<file path="config.mk">
export PLATFORM = sky130hd
export DESIGN_NAME = decode_stage_flat
export DESIGN_NICKNAME = d
export VERILOG_FILES = /design/src/rtl/decode_if.sv /design/src/rtl/decode_stage.sv /design/src/flat_wrapper.sv
export SDC_FILE = /design/constraint.sdc
export NUM_CORES = 1
export LEC_CHECK = 0
export CAP_MARGIN = 20
export CORE_MARGIN = 1.5
export CORE_UTILIZATION = 49
export DETAILED_ROUTE_END_ITERATION = 8
export PLACE_DENSITY = 0.9
export SETUP_SLACK_MARGIN = 0.02
export SYNTH_ARGS = -nofsm -noshare
export SYNTH_HDL_FRONTEND = slang
export SYNTH_SLANG_ARGS = --single-unit
export TNS_END_PERCENT = 1
</file>
<file path="constraint.sdc">
create_clock -name clk -period 2.1 [get_ports clk]
set_input_delay 0.21 -clock clk [delete_from_list [all_inputs] [get_ports clk]]
set_output_delay 0.21 -clock clk [all_outputs]
set_load 0.02 [all_outputs]
</file>
<file path="src/rtl/decode_if.sv">
// Fetch-to-decode-to-execute bundle: instruction handshake inputs plus registered control fields.
interface decode_if;
   logic       instr_valid_i;
   logic [7:0] instr_i;
   logic       ready_o;
   logic       cb_i;
   logic       stall_i;
   logic       valid_o;
   logic [3:0] alucontrol_o;
   logic [2:0] rs_addr_o;
   logic [2:0] rt_addr_o;
   logic [2:0] write_addr_o;
   logic [4:0] immediate_o;
   logic       regwrite_o;
   logic       CBwrite_o;
   logic       memread_o;
   logic       memwrite_o;
   logic       write_data_control_o;
   logic       branchf_o;
   logic       branchb_o;
   logic       done_o;

   modport master (
      output instr_valid_i, instr_i, cb_i, stall_i,
      input  ready_o, valid_o, alucontrol_o, rs_addr_o, rt_addr_o, write_addr_o,
             immediate_o, regwrite_o, CBwrite_o, memread_o, memwrite_o,
             write_data_control_o, branchf_o, branchb_o, done_o
   );

   modport slave (
      input  instr_valid_i, instr_i, cb_i, stall_i,
      output ready_o, valid_o, alucontrol_o, rs_addr_o, rt_addr_o, write_addr_o,
             immediate_o, regwrite_o, CBwrite_o, memread_o, memwrite_o,
             write_data_control_o, branchf_o, branchb_o, done_o
   );
endinterface

</file>
<file path="src/rtl/decode_stage.sv">
// Registered instruction decoder with valid/ready flow control, taken-branch squash
// window and a sticky halt state.
module decode_stage #(
   parameter int unsigned FLUSH_SLOTS = 1,
   parameter logic [2:0]  ACC_ADDR    = 3'd7,
   parameter logic [2:0]  SUBS_RS     = 3'd2,
   parameter logic [2:0]  SUBS_RT     = 3'd5,
   parameter logic [2:0]  SLT_RS      = 3'd6,
   parameter bit          DONE_LEVEL  = 1'b1
) (
   input logic     clk,
   input logic     reset,
   decode_if.slave bus
);
   typedef enum logic [1:0] {RUN, SQUASH, HALTED} state_t;

   typedef struct packed {
      logic       valid;
      logic [3:0] alu;
      logic [2:0] rs;
      logic [2:0] rt;
      logic [2:0] wa;
      logic [4:0] imm;
      logic       regwrite;
      logic       cbwrite;
      logic       memread;
      logic       memwrite;
      logic       wdc;
      logic       branchf;
      logic       branchb;
   } ctl_t;

   state_t     state_q, state_d;
   ctl_t       ctl_q, ctl_d, dec;
   logic [2:0] cnt_q, cnt_d;
   logic       done_q, done_d;
   logic       is_halt, is_taken, ready, accept;
   logic [2:0] lo;

   assign lo = bus.instr_i[2:0];

   always_comb begin
      dec       = '0;
      dec.valid = 1'b1;
      is_halt   = 1'b0;
      is_taken  = 1'b0;
      casez (bus.instr_i[7:3])
         5'b00???: begin dec.alu = 4'b0000; dec.wa = bus.instr_i[5:3]; dec.rs = lo; dec.rt = ACC_ADDR; dec.regwrite = 1'b1; end
         5'b01???: begin dec.alu = 4'b0001; dec.wa = bus.instr_i[5:3]; dec.rs = lo; dec.rt = ACC_ADDR; dec.regwrite = 1'b1; end
         5'b110??: begin dec.alu = 4'b1000; dec.imm = bus.instr_i[4:0]; dec.wa = ACC_ADDR; dec.regwrite = 1'b1; end
         5'b11100: begin dec.alu = 4'b0010; dec.wa = lo; dec.rs = lo; dec.rt = ACC_ADDR; dec.regwrite = 1'b1; end
         5'b11101: begin dec.alu = 4'b0011; dec.wa = lo; dec.rs = lo; dec.rt = ACC_ADDR; dec.regwrite = 1'b1; end
         5'b10100: begin dec.alu = 4'b0110; dec.wa = lo; dec.rs = lo; dec.rt = ACC_ADDR; dec.regwrite = 1'b1; end
         5'b11111: begin dec.alu = 4'b0100; dec.rs = SUBS_RS; dec.rt = SUBS_RT; dec.wa = lo; dec.regwrite = 1'b1; end
         5'b10000: begin dec.alu = 4'b0101; dec.rs = SLT_RS; dec.rt = ACC_ADDR; dec.cbwrite = 1'b1; end
         5'b10101: begin dec.alu = 4'b0111; dec.rs = lo; dec.rt = ACC_ADDR; dec.cbwrite = 1'b1; end
         5'b10010: begin
            dec.alu = 4'b0001; dec.wa = lo; dec.rt = ACC_ADDR;
            dec.memread = 1'b1; dec.wdc = 1'b1; dec.regwrite = 1'b1;
         end
         5'b10011: begin dec.alu = 4'b0001; dec.rs = lo; dec.rt = ACC_ADDR; dec.memwrite = 1'b1; end
         5'b10111: begin dec.alu = 4'b1001; dec.rs = lo; dec.rt = ACC_ADDR; dec.wa = ACC_ADDR; dec.regwrite = 1'b1; end
         5'b11110: begin dec.alu = 4'b0001; dec.rs = lo; dec.branchf = bus.cb_i; is_taken = bus.cb_i; end
         5'b10110: begin dec.alu = 4'b0001; dec.rs = lo; dec.branchb = bus.cb_i; is_taken = bus.cb_i; end
         5'b10001: begin dec.alu = 4'b0001; is_halt = 1'b1; end
         default:  dec = '0;
      endcase
   end

   // ready is forced low while reset is asserted so fetch never hands off into a clearing stage
   assign ready  = !reset && (state_q != HALTED) && (!ctl_q.valid || !bus.stall_i);
   assign accept = bus.instr_valid_i && ready;

   always_comb begin
      ctl_d   = ctl_q;
      state_d = state_q;
      cnt_d   = cnt_q;
      done_d  = (state_q == HALTED) && DONE_LEVEL && done_q;
      if (ctl_q.valid && bus.stall_i) begin
         ctl_d = ctl_q;
      end else if (accept) begin
         if (state_q == SQUASH) begin
            ctl_d = '0;
            cnt_d = cnt_q - 3'd1;
            if (cnt_q == 3'd1) state_d = RUN;
         end else begin
            ctl_d = dec;
            if (is_halt) begin
               state_d = HALTED;
               done_d  = 1'b1;
            end else if (is_taken) begin
               state_d = SQUASH;
               cnt_d   = 3'(FLUSH_SLOTS);
            end
         end
      end else begin
         ctl_d = '0;
      end
   end

   always_ff @(posedge clk or posedge reset) begin
      if (reset) begin
         state_q <= RUN;
         ctl_q   <= '0;
         cnt_q   <= '0;
         done_q  <= 1'b0;
      end else begin
         state_q <= state_d;
         ctl_q   <= ctl_d;
         cnt_q   <= cnt_d;
         done_q  <= done_d;
      end
   end

   assign bus.ready_o              = ready;
   assign bus.valid_o              = ctl_q.valid;
   assign bus.alucontrol_o         = ctl_q.alu;
   assign bus.rs_addr_o            = ctl_q.rs;
   assign bus.rt_addr_o            = ctl_q.rt;
   assign bus.write_addr_o         = ctl_q.wa;
   assign bus.immediate_o          = ctl_q.imm;
   assign bus.regwrite_o           = ctl_q.regwrite;
   assign bus.CBwrite_o            = ctl_q.cbwrite;
   assign bus.memread_o            = ctl_q.memread;
   assign bus.memwrite_o           = ctl_q.memwrite;
   assign bus.write_data_control_o = ctl_q.wdc;
   assign bus.branchf_o            = ctl_q.branchf;
   assign bus.branchb_o            = ctl_q.branchb;
   assign bus.done_o               = done_q;
endmodule

</file>
<file path="src/flat_wrapper.sv">
// flat-port wrapper written by rule: the top's interface ports become plain ports
module decode_stage_flat 
#(
   parameter int unsigned FLUSH_SLOTS = 1,
   parameter logic [2:0]  ACC_ADDR    = 3'd7,
   parameter logic [2:0]  SUBS_RS     = 3'd2,
   parameter logic [2:0]  SUBS_RT     = 3'd5,
   parameter logic [2:0]  SLT_RS      = 3'd6,
   parameter bit          DONE_LEVEL  = 1'b1
)
  (clk, reset, bus_instr_valid_i, bus_instr_i, bus_cb_i, bus_stall_i, bus_ready_o, bus_valid_o, bus_alucontrol_o, bus_rs_addr_o, bus_rt_addr_o, bus_write_addr_o, bus_immediate_o, bus_regwrite_o, bus_CBwrite_o, bus_memread_o, bus_memwrite_o, bus_write_data_control_o, bus_branchf_o, bus_branchb_o, bus_done_o);
  decode_if bus_i ();
  input logic clk;
  input logic reset;
  input wire logic [$bits(bus_i.instr_valid_i)-1:0] bus_instr_valid_i;
  input wire logic [$bits(bus_i.instr_i)-1:0] bus_instr_i;
  input wire logic [$bits(bus_i.cb_i)-1:0] bus_cb_i;
  input wire logic [$bits(bus_i.stall_i)-1:0] bus_stall_i;
  output wire logic [$bits(bus_i.ready_o)-1:0] bus_ready_o;
  output wire logic [$bits(bus_i.valid_o)-1:0] bus_valid_o;
  output wire logic [$bits(bus_i.alucontrol_o)-1:0] bus_alucontrol_o;
  output wire logic [$bits(bus_i.rs_addr_o)-1:0] bus_rs_addr_o;
  output wire logic [$bits(bus_i.rt_addr_o)-1:0] bus_rt_addr_o;
  output wire logic [$bits(bus_i.write_addr_o)-1:0] bus_write_addr_o;
  output wire logic [$bits(bus_i.immediate_o)-1:0] bus_immediate_o;
  output wire logic [$bits(bus_i.regwrite_o)-1:0] bus_regwrite_o;
  output wire logic [$bits(bus_i.CBwrite_o)-1:0] bus_CBwrite_o;
  output wire logic [$bits(bus_i.memread_o)-1:0] bus_memread_o;
  output wire logic [$bits(bus_i.memwrite_o)-1:0] bus_memwrite_o;
  output wire logic [$bits(bus_i.write_data_control_o)-1:0] bus_write_data_control_o;
  output wire logic [$bits(bus_i.branchf_o)-1:0] bus_branchf_o;
  output wire logic [$bits(bus_i.branchb_o)-1:0] bus_branchb_o;
  output wire logic [$bits(bus_i.done_o)-1:0] bus_done_o;
  assign bus_i.instr_valid_i = bus_instr_valid_i;
  assign bus_i.instr_i = bus_instr_i;
  assign bus_i.cb_i = bus_cb_i;
  assign bus_i.stall_i = bus_stall_i;
  assign bus_ready_o = bus_i.ready_o;
  assign bus_valid_o = bus_i.valid_o;
  assign bus_alucontrol_o = bus_i.alucontrol_o;
  assign bus_rs_addr_o = bus_i.rs_addr_o;
  assign bus_rt_addr_o = bus_i.rt_addr_o;
  assign bus_write_addr_o = bus_i.write_addr_o;
  assign bus_immediate_o = bus_i.immediate_o;
  assign bus_regwrite_o = bus_i.regwrite_o;
  assign bus_CBwrite_o = bus_i.CBwrite_o;
  assign bus_memread_o = bus_i.memread_o;
  assign bus_memwrite_o = bus_i.memwrite_o;
  assign bus_write_data_control_o = bus_i.write_data_control_o;
  assign bus_branchf_o = bus_i.branchf_o;
  assign bus_branchb_o = bus_i.branchb_o;
  assign bus_done_o = bus_i.done_o;
  decode_stage #(.FLUSH_SLOTS(FLUSH_SLOTS), .ACC_ADDR(ACC_ADDR), .SUBS_RS(SUBS_RS), .SUBS_RT(SUBS_RT), .SLT_RS(SLT_RS), .DONE_LEVEL(DONE_LEVEL)) u_core (.clk(clk), .reset(reset), .bus(bus_i));
endmodule
</file>
==> impl_results.md, run 1 <==
- Layout cells sized above 1: 0.132
- Final Hold Vio Count: 0
- Peak supply drop: 0.000442 V
- Resized Gates After CTS: 0
- Worst setup path category: flop to output port
- Gpl congestion: approximately 0.9
- Nets@finish: 233
- IO Count: 41
- Root Driver: clkbuf_4
- Initial Util: 0.508
- Post-synth EDFFs: 0
- Worst-path clk slew: 90 ps
- Leading area contributor after synthesis: dfrtp_1
- Postcts setup bufs: 0
- Ant. Diodes: 0
- Maximum fanout along the worst path: 9
- Clock latency on the worst-skew pair: 330 ps
- Vias in the first global route: 1348
- Sequential element share of the synthesized area: 0.447
- Hold crit path type: primary input to asynchronous set/reset pin
- Synth Warn #: 0
- Ys flop type: dfrtp_1
- Largest cells by area after synthesis: dfrtp_1 (45%), o21ai_0 (5.4%), a22o_1 (4.7%), nand2_1 (4.0%), a21oi_1 (3.6%)
- Hold WS: between 300 and 400 ps
- CP peak stage delay: 640 ps
- Power Dens Cells: 779 nW/µm²
- Total gr overflow: 0
- First-pass detailed-route iteration total: 4
- Die H: 61.6 µm
- Arr. time, crit path: 1780 ps
- Max-slew violation count: 0
- Routed Antenna Nets: 0
- First-pass GRT wire length: 6270 µm
- DR vias/cell: about 5.7
- Slowest cell on the critical path: clkdlybuf4s50_1
- GRT Util Overall: 0.229
- Share of the synthesized area in the top cell type: 0.447
- CP Data Required Time: 1890 ps
- Rows: 21
- Maximum clock frequency: 502 MHz
- Remaining DRCs: 0
- H-tree lvl count: 2
- CP cell instances: nor2b_4 -> nor3_1 -> clkdlybuf4s50_1
- Initial DRC count: approximately 110
- Mapped Nets: 192
- Number of library cell types mapped by synthesis: 46
- Port Buf Inserts: 40
- Cell Area, Synth: roughly 1700 µm²
- CP delay by family, top: buffers and inverters
- Gate Count Post-Synth: 177
- Ys async rst share: 1.00
- Post-DP HPWL: 2920 µm
- Yosys reg bits: 30
- Core area: 3310 µm²
- Met1 usage: 0.291
- Non-filler cells, final: 265
- Place WS: 148 ps
- GR Util met3: 0.0609
- Actual slew at the worst max-slew pin: 456 ps
- Setup TNS Final: 0 ps
- Reported max-cap violation count: 0
- Die area: 3790 µm²
- CTS tree: yes
- Run status: complete, no violations
- Avg Inst Size Synth: 9.49 µm²
- Cts bufs inserted: 5
- Synth-to-layout area growth: 31.4%
- DRT Wirelength: 4010 µm
- Worst slew margin: 0.695
- Largest net degree at the start of global routing: 31
- RSZ-0062 raised after global routing: false
- DP Cell Count: between 200 and 300
- CTS Hold Buffers Added: 0
- CP bufs+invs: 1
- Busiest layer in global routing: met2
- WL per Instance: about 15 µm
- Leakage: about 0.97 nW
- Final setup violation count: 0
- Die width: 61.6 µm
- Routed vias: 1517
- Final Cycle Share: 0.949
- Worst Setup End Kind: output port
- Final worst slack: 107 ps
- Type of origin of the critical path: flop
- Minimum clock period after layout: 1990 ps
- Max Root-Sink Buffers: 2
- Initial antenna violation count: 0
- Core Util, Final: 0.667
- Global routing usage on met2: 0.365
- Clock Skews: approximately 4.3 ps
- Clk sinks: 30
-- layer usage --
metal / vias to the layer above / share of wire
li1: 722 / -
met1: 731 / 0.44
met2: 52 / 0.49
met3: 12 / 0.047
met4: 0 / 0.023
met5: - / 0
-- through the flow --
stage               total power (W)  cell area (µm²)
floorplan                   0.00111             1680
global placement            0.00129             2130
detailed placement          0.00131             2130
CTS                         0.00173             2210
global route                0.00181             2210
finish                      0.00172             2210
-- cell usage after synthesis, types with 2 or more instances --
master / n
dfrtp_1: 30
nand2_1: 18
o21ai_0: 18
a21oi_1: 12
a22o_1: 9
clkbuf_1: 8
inv_1: 8
nor2b_1: 6
nand3_1: 5
nor2_1: 5
nor3_1: 5
a21o_1: 4
buf_2: 4
a32o_1: 3
nand2b_1: 3
a221o_1: 2
a31o_1: 2
and4_1: 2
buf_4: 2
buf_6: 2
ha_1: 2
nand4_1: 2
o31ai_2: 2
-- flip-flops by register name, indices dropped and copies added, names as in the netlist --
| register | cells |
|---|---|
| u_core.bus.rs_addr_o | 3 |
| u_core.bus.alucontrol_o | 4 |
| u_core.bus.memread_o | 1 |
| u_core.bus.rt_addr_o | 2 |
| u_core.bus.regwrite_o | 1 |
| u_core.bus.done_o | 1 |
| u_core.cnt_q | 3 |
| u_core.bus.branchf_o | 1 |
| u_core.state_q | 2 |
| u_core.bus.branchb_o | 1 |
| u_core.bus.valid_o | 1 |
| u_core.bus.CBwrite_o | 1 |
| u_core.bus.immediate_o | 5 |
| u_core.bus.memwrite_o | 1 |
| u_core.bus.write_addr_o | 3 |
-- tightest hold or removal path: stages --
cell and delay, ps:
clkdlybuf4s50_1 430, inv_1 60, buf_4 340
-- cells in the final DEF, fill, tap and decap left out, types with 2 or more instances in the layout --
cell              n
clkdlybuf4s50_1  40
dfrtp_1          30
o21ai_0          18
nand2_1          18
a21oi_1          12
buf_4            11
a22o_1            9
inv_1             8
nor2b_1           6
nor3_1            5
nor2_1            5
nand3_1           5
clkbuf_4          5
a21o_1            4
nand2b_1          3
a32o_1            3
clkbuf_8          3
and4_1            2
nand4_1           2
o31ai_2           2
a31o_1            2
a221o_1           2
ha_1              2
-- where the power goes --
group / switching, W / leakage (nW) / total [W] / internal (W)
Sequential: 0.0000773 / 0.404 / 0.000733 / 0.000655
Clock: 0.000191 / 0.0446 / 0.000419 / 0.000228
Combinational: 0.000311 / 0.517 / 0.000568 / 0.000257
-- kinds of logic after synthesis --
| family | Yosys count | synth area share |
|---|---|---|
| AOI/OAI and AO/OA | 62 | 0.258 |
| and+or+nand+nor | 56 | 0.195 |
| DFF | 30 | 0.447 |
| buffers and inverters | 25 | 0.0722 |
| adders and majority gates | 3 | 0.0216 |
| muxes | 1 | 0.00596 |
-- final timing paths --
check	startpoint	end	slack, ps	cells after the start
min in group clk	u_core.bus.regwrite_o$_DFFE_PP0N_	u_core.bus.regwrite_o$_DFFE_PP0N_	490	1
setup reg to reg	u_core.state_q[1]$_DFFE_PP0P_	u_core.bus.write_addr_o[2]$_DFFE_PP0N_	520	4
hold reg to reg	u_core.bus.regwrite_o$_DFFE_PP0N_	u_core.bus.regwrite_o$_DFFE_PP0N_	490	1
hold / removal	reset	u_core.bus.immediate_o[0]$_DFFE_PP0N_	300	3
max in group asynchronous	reset	u_core.cnt_q[2]$_DFFE_PP0P_	1530	3
setup / recovery	u_core.state_q[1]$_DFFE_PP0P_	bus_ready_o	110	3
-- cell type report --
class,count,area [µm²]
clock buffers,8,78.8
fillers,295,1100
inverters,8,30.0
multi-input cells,122,808
flip-flops and latches,30,751
well taps,46,57.6
repair buffers,51,483
Power figures use the tool's default switching activity.
==> run 2: changes to the inputs <==
Settings changed: SLEW_MARGIN from default to 20.
==> results of run 2 <==
Final layout, timing and power as in run 1 (identical DEF).
==> run 3: changes to the inputs <==
Settings changed: CORE_ASPECT_RATIO from default to 0.5, CORE_UTILIZATION 49 to 44, PLACE_DENSITY 0.9 to 0.86.
Clock period 2.1 ns to 1.81 ns, I/O delays scaled along.
==> impl_results.md, run 3 (same netlist as run 1, synthesis figures left out) <==
- Worst R2R Path Depth: 4
- Port Buf Inserts: 40
- Post-DP HPWL: 3220 µm
- Arr. time, crit path: around 1800 ps
- Final worst slack: 165 ps
- Root Driver: clkbuf_8
- Layout cells sized above 1: 0.187
- Minimum clock period after layout: 1640 ps
- Routed vias: 1561
- Leakage: 1.05 nW
- Type of origin of the critical path: primary input
- Largest register FFs: 5
- Hold crit path type: primary input to asynchronous set/reset pin
- Largest net degree at the start of global routing: 31
- CP Data Required Time: 1990 ps
- Clock latency on the worst-skew pair: 290 ps
- Slowest cell on the critical path: clkdlybuf4s50_1
- Sequential share of power: 0.393
- P_int: between 0.001 and 0.0015 W
- Ant. Diodes: 0
- Clk sinks: 30
- Initial antenna violation count: 0
- Net Sw Power: 0.000722 W
- Reported max-cap violation count: 0
- Cts bufs inserted: 5
- Remaining DRCs: 0
- First-pass detailed-route iteration total: 4
- Commonest non-fill, non-tap cell in the layout: clkdlybuf4s50_1
- Nets@finish: 249
- Actual slew at the worst max-slew pin: 477 ps
- IO Count: 41
- Worst Setup End Kind: flop
- Clock Skews: 7.55 ps
- CP delay by family, top: simple AND/OR/NAND/NOR gates
- R2r endpoint: u_core.bus.alucontrol_o[2]$_DFFE_PP0N_
- Peak supply drop: 0.000535 V
- Initial DRC count: between 100 and 150
- Synth-to-layout area growth: 39.6%
- First-pass GRT wire length: 7290 µm
- Max-slew violation count: 0
- Vias in the first global route: 1517
- Maximum fanout along the worst path: 6
- DP Cell Count: 278
- Die width: 90.4 µm
- Worst slew margin: 0.680
- Core area: 3550 µm²
- DRT Wirelength: 4300 µm
- CP peak stage delay: 560 ps
- Die area: 4220 µm²
- Crit Reg-Reg Startpoint: u_core.bus.valid_o$_DFFE_PP0N_
- CP cell instances: clkdlybuf4s50_1 -> nor2b_1 -> and4_1 -> o21ai_0 -> a21o_1
- WL per Instance: between 15 and 20 µm
- Initial Util: 0.474
- Rows: 15
- CP bufs+invs: 1
- RSZ-0062 raised after global routing: false
- Power Dens Cells: 905 nW/µm²
- GRT Util Overall: 0.229
- Most frequent cells in the layout: clkdlybuf4s50_1 (39), dfrtp_1 (30), buf_4 (27), o21ai_0 (18), nand2_1 (18)
- Final Hold Vio Count: 0
- Run status: complete, no violations
- Final Cycle Share: 0.909
- Maximum clock frequency: 608 MHz
- Non-filler cells, final: ~290
- Routed Antenna Nets: 0
- DR vias/cell: 5.46
- Die H: 46.7 µm
- Comb power frac: 0.338
- Fill cells: 287
- H-tree lvl count: 2
- Hold WS: 417 ps
- Part of the power in the clock network: 0.269
- Max Root-Sink Buffers: 2
- Net Sw Frac: 0.340
- R2r setup slk: 230 ps
- Place WS: -54.6 ps
- Gpl congestion: about 0.92
- Total gr overflow: 0
- CTS tree: yes
- Worst setup path category: primary input to flop
- Worst-path clk slew: 70 ps
- Final setup violation count: 0
==> run 3: changes by cell type in the layout (fill, tap and decap cells not counted), sizes merged <==
cell	delta
clkbuf	-1
dlygate4sd2	+1
buf	+16
clkinv	+1
clkdlybuf4s50	-1
==> run 3: cell type report <==
type / count / area [µm²] / share of cell area
multi-input cells: 122 / 808 / 0.345
flip-flops and latches: 30 / 751 / 0.320
repair buffers: 67 / 602 / 0.257
clock buffers: 7 / 86.3 / 0.0368
well taps: 51 / 63.8 / 0.0272
inverters: 8 / 30.0 / 0.0128
clock inverters: 1 / 5.00 / 0.00213
==> run 3: tightest hold or removal path, cell delays in order <==
cell	delay [ps]
clkdlybuf4s50_1	410
buf_4	140
inv_1	40
buf_4	340
==> run 3: how the worst max path moves through the flow <==
stage | start | to | slack, ps | depth (start not counted)
after floorplan | u_core.bus.valid_o$_DFFE_PP0N_ | bus_ready_o | 200 | 4
after global placement | bus_instr_i[3] | u_core.bus.write_addr_o[2]$_DFFE_PP0N_ | -20 | 5
after detailed placement | bus_instr_i[4] | u_core.cnt_q[1]$_DFFE_PP0P_ | -50 | 5
after CTS | bus_instr_i[4] | u_core.cnt_q[1]$_DFFE_PP0P_ | 220 | 5
after global routing | bus_instr_i[4] | u_core.state_q[1]$_DFFE_PP0P_ | 70 | 5
final | bus_instr_i[4] | u_core.cnt_q[1]$_DFFE_PP0P_ | 170 | 5
==> run 3: per-stage QoR <==
step	utilization	setup TNS [ps]	total power (W)	cell area, µm²
finish	0.661	0	0.00212	2350
global placement	0.636	-51.8	0.00154	2260
detailed placement	0.636	-197	0.00157	2260
CTS	0.661	0	0.00214	2350
floorplan	-	0	0.00129	1680
global route	0.661	0	0.00226	2350
==> run 3: power by group through the flow <==
| stage | combinational, W | sequential, W | clock [W] |
|---|---|---|---|
| floorplan | 0.000409 | 0.000880 | 0 |
| global placement | 0.000705 | 0.000839 | 0 |
| detailed placement | 0.000718 | 0.000848 | 0 |
| CTS | 0.000721 | 0.000835 | 0.000580 |
| global route | 0.000792 | 0.000852 | 0.000615 |
| finish | 0.000718 | 0.000835 | 0.000570 |
==> run 3: what timing repair did <==
action                                  4_1_cts  5_1_grt
endpoints found under the hold margin         0        0
hold buffers                                  0        0
endpoints found under the setup margin        1        0
buffers inserted                              0        0
resized for setup                             1        0
==> run 3: layer usage <==
layer	vias to the layer above	track usage	part of all wire
li1	753	-	-
met1	761	0.305	0.48
met2	38	0.365	0.45
met3	9	0.0512	0.048
met4	0	0.114	0.015
met5	-	0	0
